`config.mk`:
```
export PLATFORM = sky130hd
export DESIGN_NAME = seq_scan_ctrl
export DESIGN_NICKNAME = d
export VERILOG_FILES = /design/src/rtl/seq_scan_ctrl.sv
export SDC_FILE = /design/constraint.sdc
export NUM_CORES = 1
export LEC_CHECK = 0
export CAP_MARGIN = 30
export CELL_PAD_IN_SITES_DETAIL_PLACEMENT = 1
export CELL_PAD_IN_SITES_GLOBAL_PLACEMENT = 2
export CORE_MARGIN = 10
export CORE_UTILIZATION = 31
export DETAILED_ROUTE_END_ITERATION = 10
export GPL_ROUTABILITY_DRIVEN = 0
export MAX_ROUTING_LAYER = met4
export PLACE_DENSITY_LB_ADDON = 0.1
export RECOVER_POWER = 25
export REMOVE_ABC_BUFFERS = 1
export SLEW_MARGIN = 20
export SYNTH_ARGS = -nofsm -noshare
export SYNTH_HDL_FRONTEND = slang
export SYNTH_SLANG_ARGS = --single-unit
```
`constraint.sdc`:
```
create_clock -name clock -period 2.2 [get_ports clock]
set_input_delay 0.33 -clock clock [delete_from_list [all_inputs] [get_ports clock]]
set_output_delay 0.33 -clock clock [all_outputs]
set_load 0.02 [all_outputs]
```
`src/rtl/seq_scan_ctrl.sv`:
```
// seq_scan_ctrl: frame scanner that serializes bytes MSB-first into an overlapping "101" detector and counts hits
module seq_scan_ctrl #(
  parameter int CNT_W = 8
) (
  input  logic             clock,
  input  logic             reset,
  input  logic             start,
  input  logic [7:0]       frame_len,
  input  logic [7:0]       data_in,
  input  logic             data_valid,
  output logic             data_ready,
  output logic             busy,
  output logic             done,
  output logic [CNT_W-1:0] match_count
);
  localparam logic [1:0] IDLE = 2'd0, LOAD = 2'd1, SHIFT = 2'd2, DONE = 2'd3;
  localparam logic [1:0] S0 = 2'd0, S1 = 2'd1, S2 = 2'd2, S3 = 2'd3;
  logic [1:0] state, det, det_nxt;
  logic [7:0] sreg, bytes_left;
  logic [2:0] bit_cnt;
  logic b, hit;
  assign b = sreg[7];
  assign hit = (det == S2) && b;
  assign data_ready = state == LOAD;
  assign busy = state != IDLE;
  assign done = state == DONE;
  always_comb
    det_nxt = (det == S0) ? (b ? S1 : S0) :
              (det == S1) ? (b ? S1 : S2) :
              (det == S2) ? (b ? S3 : S0) :
                            (b ? S1 : S2);
  always_ff @(posedge clock)
    if (reset) begin
      state <= IDLE;
      det <= S0;
      match_count <= '0;
      bytes_left <= '0;
      bit_cnt <= '0;
      sreg <= '0;
    end else if (state == IDLE) begin
      if (start) begin
        match_count <= '0;
        det <= S0;
        bytes_left <= frame_len;
        state <= (frame_len == 8'd0) ? DONE : LOAD;
      end
    end else if (state == LOAD) begin
      if (data_valid) begin
        sreg <= data_in;
        bit_cnt <= '0;
        state <= SHIFT;
      end
    end else if (state == SHIFT) begin
      det <= det_nxt;
      sreg <= {sreg[6:0], 1'b0};
      bit_cnt <= bit_cnt + 3'd1;
      if (hit && !(&match_count)) match_count <= match_count + 1'b1;
      if (bit_cnt == 3'd7) begin
        bytes_left <= bytes_left - 8'd1;
        state <= (bytes_left == 8'd1) ? DONE : LOAD;
      end
    end else
      state <= IDLE;
endmodule

```
==> results by stage <==
Power and ir drop:
- The worst-case IR drop observed on VDD is a little under 0.0004 V.
- The analysis attributes to cell leakage a power of 0.871 nW.
- Power spread over the standard cell area amounts to 1220 nW/um^2.
- The completed layout was analyzed and its total power is approximately 2.7 mW.

Hold path:
- The launch instance of the worst min-delay path is sreg[0].
- The class of the most critical hold timing path is flop to flop.
- The hold path depth is 2.

Setup path:
- The critical path endpoint category is a primary output.
- Among all stages on the critical path, the largest delay is contributed by sky130_fd_sc_hd__clkdlybuf4s50_1.
- The beginning of the worst register-to-register path is state[0].
- In this run the number of cells on the critical path is 3.
- The critical path goes through inv_1 -> ha_2 -> clkdlybuf4s50_1.
- The launch point of the critical path is state[1].
- The critical path data required time is 1.87 ns.
- Among cell families on the critical path, the largest total delay comes from buffers and inverters.
- The worst setup path is launched from a flop.
- The arrival time of data at the critical path endpoint is 1.73 ns.
- Measured in cells, the most critical reg-to-reg path has a length of 6.
- In this run the worst path has a maximum fanout of 10.
- The sum of buffers and inverters on the critical path is 2.
- The critical path is of the flop to primary output type.
- The delay of the slowest cell on the worst path is 0.67 ns.

Outcome:
- The run finished with clean final reports.

Synth:
- The count of mapped cells out of synthesis is roughly 210.
- Counting distinct cell types in the post-synthesis netlist gives 46.
- The synthesized netlist occupies a cell area of about 1800 sq um.
- The count of yosys warnings during synthesis is 0.
- Of all flip-flops after synthesis, the portion carrying an async set or reset was 0%.
- The synthesized design contains 0 enable-type register cells.
- The most used standard cell by instance count after synthesis is sky130_fd_sc_hd__dfxtp_1.
- Counting instances in the post-synthesis netlist gives the leading cell types as sky130_fd_sc_hd__dfxtp_1 (31), sky130_fd_sc_hd__nor2_1 (23), sky130_fd_sc_hd__a21oi_1 (15).
- Each instance of the synthesized netlist takes up on average around 8.5 sq um.
- The most used flip-flop cell after synthesis is sky130_fd_sc_hd__dfxtp_1.
- The post-synthesis sequential area ratio is 34.4%.
- The number of synthesized register bits is 31.
- The top cell type by area accounts for about a third of the synthesized area.
- The synthesized design spends more area on one cell type than any other, namely sky130_fd_sc_hd__dfxtp_1.
- Ranked by total cell area, the synthesized netlist is headed by sky130_fd_sc_hd__dfxtp_1 (34%), sky130_fd_sc_hd__ha_1 (6.9%), sky130_fd_sc_hd__mux2i_1 (5.0%).

Route:
- In the routed design, unresolved DRC markers number 0.
- The number of vias per cell after detailed routing is 5.32.
- The routed wire length is about 5200 microns.
- The count of nets left with antenna violations after detail routing is 0.
- The detailed router finished its first iteration with slightly above 50 violations.
- The average wire per cell in the routed design is around 17 microns.
- The vias after detailed routing is ~1700.
- The number of optimization iterations in the first detailed-route pass is 4.

Timing:
- Clock skew on the completed layout was measured at between 0.008 and 0.009 ns.
- Derived from the worst setup path, the maximum achievable clock frequency is 484 MHz.
- Setup violations remaining at the end of the flow were counted as 0.
- The post-layout worst setup margin is about 0.14 ns.
- After routing, the total negative slack on setup checks comes to 0 ns.
- The final count of pins violating max slew is 0.
- Setup repair after global routing left no endpoint under its margin.
- The worst path uses between 90% and 100% of the clock period.
- The worst slew margin relative to its limit is a little over 60%.
- The shortest clock period the worst path allows after layout is a little over 2 ns.
- The actual transition at the worst max-transition pin is between 0.5 and 0.6 ns.
- The final count of hold timing violations was 0.

Clock tree:
- Clock-pin slew was measured on the worst setup and hold paths at approximately 0.06 ns.
- The cell sitting at the root of the clock tree is a sky130_fd_sc_hd__clkbuf_8.
- In this run, CTS created clock tree buffers numbering 5.
- The clock net in this run drives a total of 31 sinks.
- The TritonCTS clock tree is yes.
- The clock latency of the later-clocked register in the worst-skew pair is between 0.2 and 0.3 ns.
- The H-tree depth reported by CTS is 2.
- No sink is reached through more buffers than the 2 on the longest clock path.
- The number of hold buffers added after CTS was 0.

Cells and area:
- The layout overhead on the synthesized area is 24.5%.
- The repair_antennas step left the layout with diodes totalling 0.
- At the end of the flow, the number of nets in the layout was around 270.
- The filler cells instantiated in the layout total 663.
- The fraction of final layout cells with drive strength greater than 1 is a little under a tenth.

GRT:
- The initial antenna violation count is 0.
- The first global-routing pass estimated 9110 microns of wire.
- Entering global routing, the biggest net connects 24 pins.
- The total global-route track usage is 12.9%.
- The via count of the first global-routing pass came to 1818.
- After global routing the overflow that remains totals 0.

Die:
- The effective utilization at floorplan is between 30% and 40%.
- The die is around 96 microns tall.
- Measured along the x axis, the die boundary spans between 90 and 100 microns.
- The die covers a little over 9000 sq um.
- The core region is between 5000 and 6000 sq um.
- The top-level I/O count is 31.
- After floorplanning, the core was divided into 27 placement rows.

Place:
- Buffers placed on the I/O ports in this run total 30.
- Timing analysis after detailed placement gives a worst setup slack of 0.243 ns.
- Detailed placement finished with a half-perimeter wire length of a little under 4000 microns.

Job:
- The count of max-cap constraint violations is 0.
[layer usage]
metal  GRT usage, %  wire length (microns)  part of all wire [%]
met4           4.79                     82                   1.6
met1           14.2                   2390                    46
met2           22.1                   2560                    49
met5              -                      0                     0
met3           3.11                    167                   3.2
[path summary, 6_finish.rpt]
| kind | endpoint | slack (ns) |
|---|---|---|
| worst max-delay path | data_ready | 0.14 |
| worst min-delay path | sreg[0] | 0.47 |
| worst max register to register | match_count[5] | 0.26 |
| worst min register to register | sreg[0] | 0.47 |
[flip-flops by register name, summed over array words and instances, names as in the netlist]
name,flops
bytes_left,8
match_count,8
sreg,8
bit_cnt,3
det,2
state,2
[placed cells by master, fill, tap and decap left out, types with 7 or more instances in the layout]
cell type / netlist / final
sky130_fd_sc_hd__nor2_1: 23 / 23
sky130_fd_sc_hd__o21ai_1: 7 / 7
sky130_fd_sc_hd__inv_1: 7 / 7
sky130_fd_sc_hd__ha_1: 10 / 9
sky130_fd_sc_hd__a211oi_1: 9 / 9
sky130_fd_sc_hd__dfxtp_1: 31 / 31
sky130_fd_sc_hd__a21oi_1: 15 / 15
sky130_fd_sc_hd__a31oi_1: 9 / 9
sky130_fd_sc_hd__nand2_1: 13 / 13
sky130_fd_sc_hd__mux2i_1: 9 / 9
sky130_fd_sc_hd__nand2b_1: 7 / 7
sky130_fd_sc_hd__clkdlybuf4s50_1: 0 / 24
[per-stage QoR]
stage	instances	instance area, sq um	hold WS [ns]	utilization (%)
4_1_cts	313	2240	0.481	40.2
6_report	313	2240	0.472	40.2
3_3_place_gp	307	2170	0.441	38.9
3_5_place_dp	307	2170	0.468	38.9
5_1_grt	313	2240	0.513	40.2
2_1_floorplan	200	1740	0.399	-
[cells by family after synthesis]
| group | synth area share (%) |
|---|---|
| AND/OR/NAND/NOR | 26.0 |
| AO/OA/AOI/OAI | 22.6 |
| flip-flops | 34.4 |
| buffers and inverters | 5.00 |
| adder cells (fa/ha/maj) | 6.94 |
| multiplexers | 5.00 |
[worst min-delay path, stage by stage (launching register included)]
cell and delay, ns:
sky130_fd_sc_hd__dfxtp_1 0.31, sky130_fd_sc_hd__nand2_1 0.06, sky130_fd_sc_hd__a21oi_1 0.05
[layout make-up]
| class | count | area, sq um | share of cell area (%) |
|---|---|---|---|
| Timing Repair Buffer | 35 | 337 | 15.0 |
| Clock buffer | 6 | 72.6 | 3.23 |
| Multi-Input combinational cell | 161 | 1090 | 48.7 |
| Inverter | 8 | 30.0 | 1.34 |
| Tap cell | 72 | 90.1 | 4.02 |
| Sequential cell | 31 | 621 | 27.7 |
[timing repair]
action / in CTS / in global routing
endpoints found under the hold margin: 0 / 0
gates resized for setup: 2 / 0
endpoints found under the setup margin: 2 / 0
setup buffers: 0 / 0
[where the power goes]
| part | internal, mW | switching, mW | leakage, nW | total [mW] |
|---|---|---|---|---|
| registers | 0.690 | 0.119 | 0.253 | 0.809 |
| clock network | 0.211 | 0.211 | 0.0371 | 0.422 |
| logic | 0.610 | 0.902 | 0.581 | 1.51 |
| total | 1.51 | 1.23 | 0.871 | 2.74 |
Note: power is estimated with default switching activity, not from simulation.
